File: config.mk
export PLATFORM = sky130hd
export DESIGN_NAME = fetch_sequencer_flat
export DESIGN_NICKNAME = d
export VERILOG_FILES = /design/src/rtl/fetch_sequencer_pkg.sv /design/src/rtl/fetch_sequencer_if.sv /design/src/rtl/fetch_sequencer_phase_counter.sv /design/src/rtl/fetch_sequencer.sv /design/src/flat_wrapper.sv
export SDC_FILE = /design/constraint.sdc
export NUM_CORES = 1
export LEC_CHECK = 0
export ABC_AREA = 1
export BUFFER_PORTS_ARGS = -buffer_cell sky130_fd_sc_hd__buf_2
export CAP_MARGIN = 10
export CELL_PAD_IN_SITES_DETAIL_PLACEMENT = 2
export CELL_PAD_IN_SITES_GLOBAL_PLACEMENT = 2
export CORE_UTILIZATION = 25
export DETAILED_ROUTE_END_ITERATION = 10
export MAX_ROUTING_LAYER = met4
export PLACE_DENSITY_LB_ADDON = 0.1
export SYNTH_ARGS = -nofsm -noshare
export SYNTH_HDL_FRONTEND = slang
export SYNTH_SLANG_ARGS = --single-unit
File: constraint.sdc
create_clock -name clk -period 2.7 [get_ports clk]
set_input_delay 0.27 -clock clk [delete_from_list [all_inputs] [get_ports clk]]
set_output_delay 0.27 -clock clk [all_outputs]
set_load 0.02 [all_outputs]
File: src/rtl/fetch_sequencer_pkg.sv
// Shared definitions for the VeriRISC fetch side: opcodes, phase names and
// the run/halt sequencer states. The controller imports the same package.
package fetch_sequencer_pkg;

    localparam logic [2:0] OP_HLT = 3'd0;
    localparam logic [2:0] OP_SKZ = 3'd1;
    localparam logic [2:0] OP_ADD = 3'd2;
    localparam logic [2:0] OP_AND = 3'd3;
    localparam logic [2:0] OP_XOR = 3'd4;
    localparam logic [2:0] OP_LDA = 3'd5;
    localparam logic [2:0] OP_STO = 3'd6;
    localparam logic [2:0] OP_JMP = 3'd7;

    localparam logic [2:0] PH_INST_ADDR  = 3'd0;
    localparam logic [2:0] PH_INST_FETCH = 3'd1;
    localparam logic [2:0] PH_INST_LOAD  = 3'd2;
    localparam logic [2:0] PH_IDLE       = 3'd3;
    localparam logic [2:0] PH_OP_ADDR    = 3'd4;
    localparam logic [2:0] PH_OP_FETCH   = 3'd5;
    localparam logic [2:0] PH_ALU_OP     = 3'd6;
    localparam logic [2:0] PH_STORE      = 3'd7;

    // DRAIN is RUN with a halt pending: the instruction finishes, then HALTED.
    typedef enum logic [1:0] {
        RUN    = 2'd0,
        STEP   = 2'd1,
        HALTED = 2'd2,
        DRAIN  = 2'd3
    } seq_state_t;

    function automatic logic is_active(seq_state_t s);
        return s != HALTED;
    endfunction

endpackage

File: src/rtl/fetch_sequencer_if.sv
// Bus between the fetch sequencer and its controller/debug host.
// master drives strobes and memory data; slave is the sequencer itself.
interface fetch_sequencer_if #(
    parameter int AWIDTH = 5,
    parameter int OPW    = 3
);
    localparam int DWIDTH = OPW + AWIDTH;

    logic [DWIDTH-1:0] data_in;
    logic              ld_ir;
    logic              inc_pc;
    logic              ld_pc;
    logic              halt;
    logic              go;
    logic              step;

    logic [2:0]        phase;
    logic [OPW-1:0]    opcode;
    logic [AWIDTH-1:0] ir_addr;
    logic [AWIDTH-1:0] pc_addr;
    logic              running;
    logic              instr_done;

    modport master (
        output data_in, ld_ir, inc_pc, ld_pc, halt, go, step,
        input  phase, opcode, ir_addr, pc_addr, running, instr_done
    );

    modport slave (
        input  data_in, ld_ir, inc_pc, ld_pc, halt, go, step,
        output phase, opcode, ir_addr, pc_addr, running, instr_done
    );

endinterface

File: src/rtl/fetch_sequencer_phase_counter.sv
// 3-bit instruction phase counter with enable and a registered pulse
// marking the cycle in which the count has just wrapped 7->0.
module phase_counter
    import fetch_sequencer_pkg::*;
(
    input  logic       clk,
    input  logic       clr_n,
    input  logic       en,
    output logic [2:0] count,
    output logic       wrap
);

    always_ff @(posedge clk or negedge clr_n) begin
        if (!clr_n) begin
            count <= 3'd0;
            wrap  <= 1'b0;
        end else begin
            wrap <= en && (count == PH_STORE);
            if (en) begin
                count <= count + 3'd1;
            end
        end
    end

endmodule

File: src/rtl/fetch_sequencer.sv
// VeriRISC fetch sequencer: phase generation, IR and PC, plus a
// run/halt/single-step state machine for debug control.
module fetch_sequencer
    import fetch_sequencer_pkg::*;
#(
    parameter int AWIDTH    = 5,
    parameter int OPW       = 3,
    parameter int DWIDTH    = 8,
    parameter bit START_RUN = 1'b1
) (
    input logic              clk,
    input logic              rst_,
    fetch_sequencer_if.slave bus
);

    if (DWIDTH != OPW + AWIDTH) begin : g_width_check
        $error("fetch_sequencer: DWIDTH must equal OPW + AWIDTH");
    end

    seq_state_t        state;
    logic              running;
    logic              active;
    logic [2:0]        phase;
    logic              wrap;
    logic [DWIDTH-1:0] ir;
    logic [AWIDTH-1:0] pc;

    assign active = is_active(state);

    phase_counter u_phase (
        .clk   (clk),
        .clr_n (rst_),
        .en    (active),
        .count (phase),
        .wrap  (wrap)
    );

    // Halting and stepping only ever leave the active states on the 7->0 wrap.
    always_ff @(posedge clk or negedge rst_) begin
        if (!rst_) begin
            state   <= START_RUN ? RUN : HALTED;
            running <= START_RUN;
        end else begin
            case (state)
                HALTED: begin
                    if (bus.go) begin
                        state   <= RUN;
                        running <= 1'b1;
                    end else if (bus.step) begin
                        state   <= STEP;
                        running <= 1'b1;
                    end
                end
                RUN: begin
                    if (bus.halt) begin
                        if (phase == PH_STORE) begin
                            state   <= HALTED;
                            running <= 1'b0;
                        end else begin
                            state <= DRAIN;
                        end
                    end
                end
                STEP, DRAIN: begin
                    if (phase == PH_STORE) begin
                        state   <= HALTED;
                        running <= 1'b0;
                    end
                end
                default: begin
                    state   <= HALTED;
                    running <= 1'b0;
                end
            endcase
        end
    end

    // ld_pc uses the operand already in IR, so a same-cycle ld_ir does not feed it.
    always_ff @(posedge clk or negedge rst_) begin
        if (!rst_) begin
            ir <= {OPW'(OP_HLT), {AWIDTH{1'b0}}};
            pc <= '0;
        end else if (active) begin
            if (bus.ld_ir) begin
                ir <= bus.data_in;
            end
            if (bus.ld_pc) begin
                pc <= ir[AWIDTH-1:0];
            end else if (bus.inc_pc) begin
                pc <= pc + AWIDTH'(1);
            end
        end
    end

    assign bus.phase      = phase;
    assign bus.opcode     = ir[DWIDTH-1:AWIDTH];
    assign bus.ir_addr    = ir[AWIDTH-1:0];
    assign bus.pc_addr    = pc;
    assign bus.running    = running;
    assign bus.instr_done = wrap;

endmodule

File: src/flat_wrapper.sv
// flat-port wrapper written by rule: the top's interface ports become plain ports
module fetch_sequencer_flat import fetch_sequencer_pkg::*;
#(
    parameter int AWIDTH    = 5,
    parameter int OPW       = 3,
    parameter int DWIDTH    = 8,
    parameter bit START_RUN = 1'b1
)
  (clk, rst_, bus_data_in, bus_ld_ir, bus_inc_pc, bus_ld_pc, bus_halt, bus_go, bus_step, bus_phase, bus_opcode, bus_ir_addr, bus_pc_addr, bus_running, bus_instr_done);
  fetch_sequencer_if #(.AWIDTH(AWIDTH), .OPW(OPW)) bus_i ();
  input logic clk;
  input logic rst_;
  input wire logic [$bits(bus_i.data_in)-1:0] bus_data_in;
  input wire logic [$bits(bus_i.ld_ir)-1:0] bus_ld_ir;
  input wire logic [$bits(bus_i.inc_pc)-1:0] bus_inc_pc;
  input wire logic [$bits(bus_i.ld_pc)-1:0] bus_ld_pc;
  input wire logic [$bits(bus_i.halt)-1:0] bus_halt;
  input wire logic [$bits(bus_i.go)-1:0] bus_go;
  input wire logic [$bits(bus_i.step)-1:0] bus_step;
  output wire logic [$bits(bus_i.phase)-1:0] bus_phase;
  output wire logic [$bits(bus_i.opcode)-1:0] bus_opcode;
  output wire logic [$bits(bus_i.ir_addr)-1:0] bus_ir_addr;
  output wire logic [$bits(bus_i.pc_addr)-1:0] bus_pc_addr;
  output wire logic [$bits(bus_i.running)-1:0] bus_running;
  output wire logic [$bits(bus_i.instr_done)-1:0] bus_instr_done;
  assign bus_i.data_in = bus_data_in;
  assign bus_i.ld_ir = bus_ld_ir;
  assign bus_i.inc_pc = bus_inc_pc;
  assign bus_i.ld_pc = bus_ld_pc;
  assign bus_i.halt = bus_halt;
  assign bus_i.go = bus_go;
  assign bus_i.step = bus_step;
  assign bus_phase = bus_i.phase;
  assign bus_opcode = bus_i.opcode;
  assign bus_ir_addr = bus_i.ir_addr;
  assign bus_pc_addr = bus_i.pc_addr;
  assign bus_running = bus_i.running;
  assign bus_instr_done = bus_i.instr_done;
  fetch_sequencer #(.AWIDTH(AWIDTH), .OPW(OPW), .DWIDTH(DWIDTH), .START_RUN(START_RUN)) u_core (.clk(clk), .rst_(rst_), .bus(bus_i));
endmodule
==> flow_summary.yaml, run 1 <==
global_route:
  grt-busiest-layer: "met2"
  use_met1: 0.173
  grt_pass1_vias: 1021
  gr-total-overflow: 0
  track_usage: 0.146
  grt_pass1_wl_um: 4550
  grt_max_degree: 21
  grtUsageMet3: 0.0208
  use_met2: 0.251
  antenna_found_initial: 0
worst_setup_path:
  crit_path_end: "u_core.state[1]"
  cp_max_fo: 3
  reg2reg_from: "u_core.u_phase.count[0]"
  reg2reg_depth: 6
  arrival_ns: 1.59
  worst_setup_path_start_kind: "flip-flop"
  crit_path_end_kind: "flip-flop"
  crit_required_ns: 2.84
  r2r_slack_ns: 1.26
  startpoint: "u_core.u_phase.count[0]"
  timing.rr.end: "u_core.state[1]"
  critPathKind: "reg2reg"
timing:
  final_max_slew_viol_count: 0
  final_hold_viol_count: 0
  worst_pin_slew_ns: 0.481
  skew_ns: 0.00577
  finalSetupTns_ns: 0
  setup_viol: 0
  grt_setup_unrepaired: "no"
  period_minus_slack_ns: 1.44
  fin_crit_sh: 0.535
  fmax_ghz: 0.692
  max_slew_margin: 0.679
die:
  design.core.area_sq_mm: 0.00374
  ios: 34
  die_h_um: 65.3
  initial_core_util: 0.268
  dieArea_sq_mm: 0.00427
  rows: 22
  die_w_um: 65.3
synth:
  synth_top_area_frac: 0.474
  yosysUniqueCellTypes: 18
  syn_area_sq_mm: 0.00100
  syn_inst: 127
  yosysWarnings: 0
  yosys_register_bits: 20
  synth-seq-area-share: 0.501
  synth_top_cell_by_area: "dfrtp_1"
  yosys-top-cells-area: "dfrtp_1, nand2_1, nand3_1, nor2_1, ha_1"
  syn_nets: 146
  syn_avg_cell_area_sq_um: 7.89
cells_and_area:
  n_antenna_cell: 0
  seq_area_sq_um: 502
  synthToLayoutAreaGrowth_pct: 27.5
  multi_input_area_sq_um: 440
  layout.cells.non_filler: 211
  final_util: 0.341
  fill_cells: 465
  drive_gt1_frac: 0.270
  nets: 183
power_and_ir_drop:
  seqPwrFrac: 0.373
  p_sw_mw: 0.725
  power_frac_comb: 0.475
  p_per_area_mw_per_mm2: 1210
  peakVddDrop_mv: 0.425
  switching_share: 0.469
  p_leak_nw: 0.718
  p_clk_frac: 0.152
  p_int_mw: 0.820
clock_network:
  ctsHoldBuffers: 1
  cts.sinks: 20
  insertion_delay_ns: 0.26
  cts_max_level: 1
  path_clk_slew_ns: 0.08
  numCtsBuffers: 3
  cts-root-buf: "clkbuf_8"
  cts_setup_buffers: 0
  clk_path_buf_depth: 2
  cts_resized: 0
  cts_tree: "built"
route:
  drcViolationCount: 0
  wl_per_cell_um: 12.9
  drt-initial-drc-count: 31
  wirelength_um: 2720
  avgViaCountPerCell: 4.55
  firstDrtPassIters: 4
  vias: 959
  antenna_left: 0
min_path:
  hold_class: "in2reg"
placed_design:
  dp.cells: 206
  io_buffers: 33
  routabilityCongestion: 0.751
  dp_hpwl_um: 2120
status:
  status: "complete, no violations"
flow_run:
  drv_cap: 0
-- worst min-delay path by stage --
| stage | from | endpoint | slack, ns | depth (start not counted) |
|---|---|---|---|---|
| 6_report | bus_data_in[5] | u_core.ir[5] | 0.24 | 3 |
| 5_1_grt | bus_data_in[0] | u_core.ir[0] | 0.26 | 3 |
| 4_1_cts | bus_data_in[5] | u_core.ir[5] | 0.24 | 3 |
| 3_5_place_dp | rst_ | u_core.u_phase.wrap | 0.26 | 1 |
| 3_3_place_gp | rst_ | u_core.u_phase.wrap | 0.26 | 1 |
| 2_1_floorplan | rst_ | u_core.bus.pc_addr[0] | -0.03 | 0 |
-- critical path: stages (launching register included) --
cell and delay, ns:
dfrtp_1 0.42, ha_1 0.22, ha_1 0.20, nor2_1 0.20, inv_1 0.10, nand3_1 0.09, o21ai_0 0.09
-- cell usage after synthesis, drive strengths merged --
master,count
nand2,53
xor2,1
inv,12
ha,3
o21ai,5
a21oi,2
dfstp,1
dfrtp,19
nor2,13
buf,1
nand4,2
nand3,14
clkbuf,1
-- sequential cells by signal (all words and copies together), names as in the netlist --
register / flops
u_core.bus.running: 1
u_core.u_phase.count: 3
u_core.bus.pc_addr: 5
u_core.state: 2
u_core.ir: 8
u_core.u_phase.wrap: 1
-- power by group through the flow --
| stage | clock network (mW) | logic [mW] | registers (mW) |
|---|---|---|---|
| after global routing | 0.253 | 0.830 | 0.597 |
| after global placement | 0 | 0.715 | 0.574 |
| final | 0.235 | 0.734 | 0.575 |
| after CTS | 0.245 | 0.756 | 0.582 |
| after detailed placement | 0 | 0.748 | 0.585 |
| after floorplan | 0 | 0.370 | 0.706 |
-- cell usage in the layout (no fill, tap or decap), types with 2 or more instances in the layout --
master,synthesis,final
nand2_1,51,51
a21oi_1,2,2
nand3_1,14,14
nor2_1,12,12
inv_2,2,2
inv_1,10,10
buf_2,0,33
ha_1,3,3
clkbuf_8,0,4
o21ai_0,4,4
nand4_1,2,2
dfrtp_1,19,19
-- through the flow --
stage	cell area [sq um]	hold slack [ns]	power [mW]	setup slack [ns]
floorplan	1000	-0.0256	1.08	1.37
global placement	1210	0.262	1.29	1.42
detailed placement	1210	0.259	1.33	1.27
CTS	1280	0.236	1.58	1.23
global route	1280	0.257	1.68	1.15
finish	1280	0.237	1.54	1.26
-- layer usage --
layer | wire (um) | share of wire
met1 | 1200 | 0.44
met2 | 1410 | 0.52
met3 | 93 | 0.034
met4 | 13 | 0.0048
met5 | 0 | 0
-- final cells by class --
class | count | share of cell area
multi-input combinational | 93 | 0.345
tap | 48 | 0.0470
sequential | 20 | 0.393
clock buffer | 4 | 0.0431
timing repair buffer | 34 | 0.137
inverter | 12 | 0.0353
-- cells by family (layout without fill, tap and decap cells) --
| logic type | Yosys count | count (layout) | share of synthesized area |
|---|---|---|---|
| flops | 20 | 20 | 0.501 |
| buf+inv | 14 | 50 | 0.0599 |
| compound gates | 7 | 7 | 0.0462 |
| xor+xnor | 1 | 1 | 0.00874 |
| simple gates | 82 | 82 | 0.347 |
| fa+ha+maj | 3 | 3 | 0.0375 |
(Power assumes the default switching activity.)
==> run 2, diff against run 1 <==
CORE_UTILIZATION = 24   (was 25)
clock period = 1.3 ns   (was 2.7 ns; I/O delays follow)
==> run 2 against run 1 <==
Against the previous run:
- wire length shrank 3.1%
- clock power grew 100%
- setup slack got worse by 1.2 ns
- via count down 1.3%
- critical path depth is 1 higher
- clock skew barely moved
- combinational power grew 120%
- flip-flop and latch count is the same
- fmax rose by 20%
- count of clock-buffer cells in the layout unchanged
- critical path type unchanged
==> flow_summary.yaml, run 2 (synthesized netlist as in run 1, its figures left out) <==
status:
  status: "complete, no violations"
die:
  dieArea_sq_mm: 0.00444
  ios: 34
  die_h_um: 66.6
  die_w_um: 66.6
  design.core.area_sq_mm: 0.00400
  rows: 23
  initial_core_util: 0.251
cells_and_area:
  mostFrequentLayoutCells: "nand2_1, buf_2, dfrtp_1, nand3_1"
  nets: 185
  largest_reg_flops: 8
  final_common_cell: "nand2_1"
  final_util: 0.331
  synthToLayoutAreaGrowth_pct: 32.0
  n_antenna_cell: 0
  fin_area_sq_mm: 0.00132
  regMostFlops: "u_core.ir"
  drive_gt1_frac: 0.315
global_route:
  antenna_found_initial: 0
  gr-total-overflow: 0
  track_usage: 0.137
  grt_pass1_vias: 982
  grt_max_degree: 21
  grt_pass1_wl_um: 4470
timing:
  grt_setup_unrepaired: "no"
  layout_setup_ws_ns: 0.0972
  skew_ns: 0.00571
  period_minus_slack_ns: 1.20
  setup_viol: 0
  worst_pin_slew_ns: 0.480
  finalSetupTns_ns: 0
  final_hold_viol_count: 0
  fin_crit_sh: 0.925
  final_max_slew_viol_count: 0
  fmax_ghz: 0.831
  max_slew_margin: 0.680
clock_network:
  path_clk_slew_ns: 0.08
  insertion_delay_ns: 0.26
  cts-root-buf: "clkbuf_8"
  numCtsBuffers: 3
  cts_max_level: 1
  cts.sinks: 20
  cts_tree: "built"
  clk_path_buf_depth: 2
power_and_ir_drop:
  p_per_area_mw_per_mm2: 2490
  p_total_mw: 3.29
  p_leak_nw: 0.724
  peakVddDrop_mv: 0.797
worst_setup_path:
  arrival_ns: 1.40
  crit_path_end_kind: "flip-flop"
  startpoint: "u_core.u_phase.count[0]"
  critPathKind: "reg2reg"
  reg2reg_from: "u_core.u_phase.count[0]"
  cp_max_fo: 2
  crit_required_ns: 1.49
  worst_setup_path_start_kind: "flip-flop"
route:
  vias: 947
  wirelength_um: 2630
  firstDrtPassIters: 3
  antenna_left: 0
  drcViolationCount: 0
  drt-initial-drc-count: 17
  wl_per_cell_um: 12.2
  avgViaCountPerCell: 4.40
min_path:
  hold_class: "in2reg"
  min_from: "bus_data_in[6]"
placed_design:
  io_buffers: 33
  routabilityCongestion: 0.743
  dp_hpwl_um: 2030
  pre_cts_slack_ns: -0.0195
  dpl_cell_area_sq_mm: 0.00123
flow_run:
  drv_cap: 0
-- run 2: cell count changes in the layout (fill, tap and decap cells not counted), sizes merged --
cell | previous run | this run
buf | 33 | 35
-- run 2: layer usage --
metal | part of all wire | up-vias | GRT usage
met4 | 0.0084 | 0 | 0.0479
met1 | 0.49 | 450 | 0.178
met5 | 0 | - | -
li1 | - | 474 | -
met3 | 0.038 | 2 | 0.0103
met2 | 0.46 | 21 | 0.223
-- run 2: repair_timing --
item,in CTS,in global routing
endpoints found under the hold margin,19,0
pin swaps,1,1
setup endpoints to repair,1,3
setup buffers,1,0
hold buffers,1,0
gates resized for setup,0,5
-- run 2: path summary, 6_finish.rpt --
path / endpoint / slack [ns] / depth (start not counted)
setup reg to reg: u_core.state[0] / 0.1 / 7
hold / removal: u_core.ir[6] / 0.10 / 3
setup / recovery: u_core.state[0] / 0.1 / 7
min in group asynchronous: u_core.ir[1] / 0.36 / 2
hold reg to reg: u_core.ir[7] / 0.47 / 2
max in group asynchronous: u_core.u_phase.count[1] / 0.58 / 2
-- run 2: power breakdown --
part	leakage, nW	internal, mW	switching [mW]
clock network	0.0288	0.269	0.208
registers	0.239	0.921	0.256
logic	0.456	0.590	1.05
-- run 2: area by class of cell --
class / count / area [sq um]
well taps: 50 / 62.6
clock buffers: 4 / 55.1
fillers: 468 / 2680
inverters: 12 / 45.0
flip-flops and latches: 20 / 504
multi-input cells: 93 / 465
repair buffers: 36 / 190
-- run 2: worst max-delay path: stages, from the launching register on --
cell and delay (ns):
dfrtp_2 0.41, ha_2 0.20, ha_4 0.17, inv_1 0.08, nand2_1 0.06, nand2_1 0.08
nand3_1 0.08, nand2_1 0.07
-- run 2: metrics by stage --
step | hold slack, ns | instances
after floorplan | -0.166 | 127
after global placement | 0.122 | 209
after detailed placement | 0.122 | 209
after CTS | 0.0978 | 215
after global routing | 0.129 | 215
final | 0.101 | 215
==> run 3, diff against run 2 <==
CORE_UTILIZATION = 25   (was 24)
RECOVER_POWER = 50   (was default)
clock period = 1.2 ns   (was 1.3 ns; I/O delays follow)
==> run 3 against run 2 <==
Against the previous run:
- hold slack worse by 0.0067 ns
- via count is 4.5% higher
- final area increased by 4.4%
- non-clock buffer count grew 3
- sequential share of layout area is 1.6 points lower
- count of clock-buffer cells in the layout down 1
- final cell count is 0.93% higher
- utilization up 3.8 points
- first-iteration DRC count grew 47%
- flip-flop and latch count unchanged
- clock skew is essentially flat
==> flow_summary.yaml, run 3 (synthesized netlist as in run 1, its figures left out) <==
clock_network:
  cts_tree: "built"
  path_clk_slew_ns: 0.08
  cts-root-buf: "clkbuf_8"
  numCtsBuffers: 3
  clk_path_buf_depth: 2
  cts.sinks: 20
  cts_max_level: 1
  insertion_delay_ns: 0.26
power_and_ir_drop:
  p_clk_frac: 0.174
  p_per_area_mw_per_mm2: 2840
  p_sw_mw: 1.75
  peakVddDrop_mv: 0.700
  p_int_mw: 2.17
  power_frac_comb: 0.497
  switching_share: 0.447
  seqPwrFrac: 0.329
  p_total_mw: 3.93
  p_leak_nw: 0.748
global_route:
  grtUsageMet3: 0.0330
  grt_pass1_vias: 1153
  use_met2: 0.312
  track_usage: 0.162
  grt_pass1_wl_um: 5090
  grt-busiest-layer: "met2"
  gr-total-overflow: 0
  grt_max_degree: 21
  antenna_found_initial: 0
  use_met1: 0.165
timing:
  max_slew_margin: 0.639
  grt_setup_unrepaired: "yes"
  period_minus_slack_ns: 1.16
  worst_pin_slew_ns: 0.542
  fmax_ghz: 0.858
  fin_crit_sh: 0.971
  setup_viol: 0
  final_max_slew_viol_count: 0
  skew_ns: 0.00544
  final_hold_viol_count: 0
  hold_slack_ns: 0.0947
  layout_setup_ws_ns: 0.0351
placed_design:
  pre_cts_slack_ns: -0.0150
  dp_hpwl_um: 2260
  dpl_cell_area_sq_mm: 0.00126
  routabilityCongestion: 0.713
  io_buffers: 33
cells_and_area:
  fin_area_sq_mm: 0.00138
  n_antenna_cell: 0
  mostFrequentLayoutCells: "nand2_1, buf_2, dfrtp_1, nand3_1, nor2_1"
  regMostFlops: "u_core.ir"
  synthToLayoutAreaGrowth_pct: 37.8
  multi_input_area_sq_um: 489
  final_util: 0.369
  largest_reg_flops: 8
  seq_area_sq_um: 504
  nets: 189
  fill_cells: 447
  final_common_cell: "nand2_1"
  drive_gt1_frac: 0.343
die:
  initial_core_util: 0.268
  rows: 22
  dieArea_sq_mm: 0.00427
  design.core.area_sq_mm: 0.00374
  die_h_um: 65.3
  ios: 34
  die_w_um: 65.3
worst_setup_path:
  critPathKind: "reg2reg"
  arrival_ns: 1.32
  crit_path_end_kind: "flip-flop"
  worst_path_most_repeated_cell: "ha_4"
  crit_slowest_cell: "dfrtp_2"
  max_stage_delay_ns: 0.43
  critical_path.cell_chain: "ha_4 > ha_4 > nor2_4 > a21oi_1 > nand3_1 > nand2_1"
  worst_setup_path_start_kind: "flip-flop"
  cp_max_fo: 3
  crit_required_ns: 1.36
route:
  drcViolationCount: 0
  antenna_left: 0
  wl_per_cell_um: 14.0
  avgViaCountPerCell: 4.56
  wirelength_um: 3050
  firstDrtPassIters: 3
  vias: 990
  drt-initial-drc-count: 25
min_path:
  hold_class: "in2reg"
status:
  status: "complete, no violations"
flow_run:
  drv_cap: 0
==> run 3: cell count changes in the layout (fill, tap and decap cells not counted), sizes merged <==
cell and change:
bufinv +1, buf +1, clkbuf +1, o21ai +1
==> run 3: worst paths after layout <==
check | startpoint | end | slack (ns) | cells after the start
min reg2reg | u_core.ir[5] | u_core.ir[5] | 0.48 | 2
max in group asynchronous | rst_ | u_core.u_phase.count[0] | 0.43 | 2
max reg2reg | u_core.u_phase.count[1] | u_core.state[0] | 0.04 | 6
min in group asynchronous | rst_ | u_core.state[1] | 0.38 | 2
max | u_core.u_phase.count[1] | u_core.state[0] | 0.04 | 6
min | bus_data_in[5] | u_core.ir[5] | 0.09 | 3
==> run 3: through the flow <==
stage                     setup TNS (ns)  cells
after detailed placement         -0.0150    209
after global routing              -0.184    217
after CTS                              0    216
final                                  0    217
after floorplan                        0    127
after global placement                 0    209
==> run 3: final cells by class <==
cell class              count  share of cell area
flip-flops and latches     20               0.365
multi-input cells          94               0.354
repair buffers             39               0.153
well taps                  48              0.0435
inverters                  12              0.0326
clock buffers               3              0.0299
clock inverters             1              0.0217
==> run 3: repair_timing <==
item,CTS,global route
hold buffers,1,0
resized for setup,1,6
setup endpoints to repair,1,8
setup buffers,2,0
pin swaps,0,1
endpoints found under the hold margin,19,0
gates cloned,0,1
==> run 3: layer usage <==
metal,share of wire,up-vias
li1,-,480
met1,0.42,490
met2,0.54,18
met3,0.040,2
met4,0.0069,0
met5,0,-
==> run 3: worst max-delay path, delay by kind of cell, from the launching register on <==
kind / cells / cell delay (ns)
flops: 1 / 0.43
fa+ha+maj: 2 / 0.33
simple gates: 3 / 0.25
compound gates: 1 / 0.05
==> run 3: power groups by stage <==
| stage | clock [mW] | sequential (mW) | combinational [mW] |
|---|---|---|---|
| after global placement | 0 | 1.29 | 1.77 |
| after global routing | 0.725 | 1.34 | 2.18 |
| after CTS | 0.690 | 1.31 | 1.95 |
| after detailed placement | 0 | 1.33 | 1.85 |
| after floorplan | 0 | 1.62 | 0.882 |
| final | 0.684 | 1.29 | 1.95 |
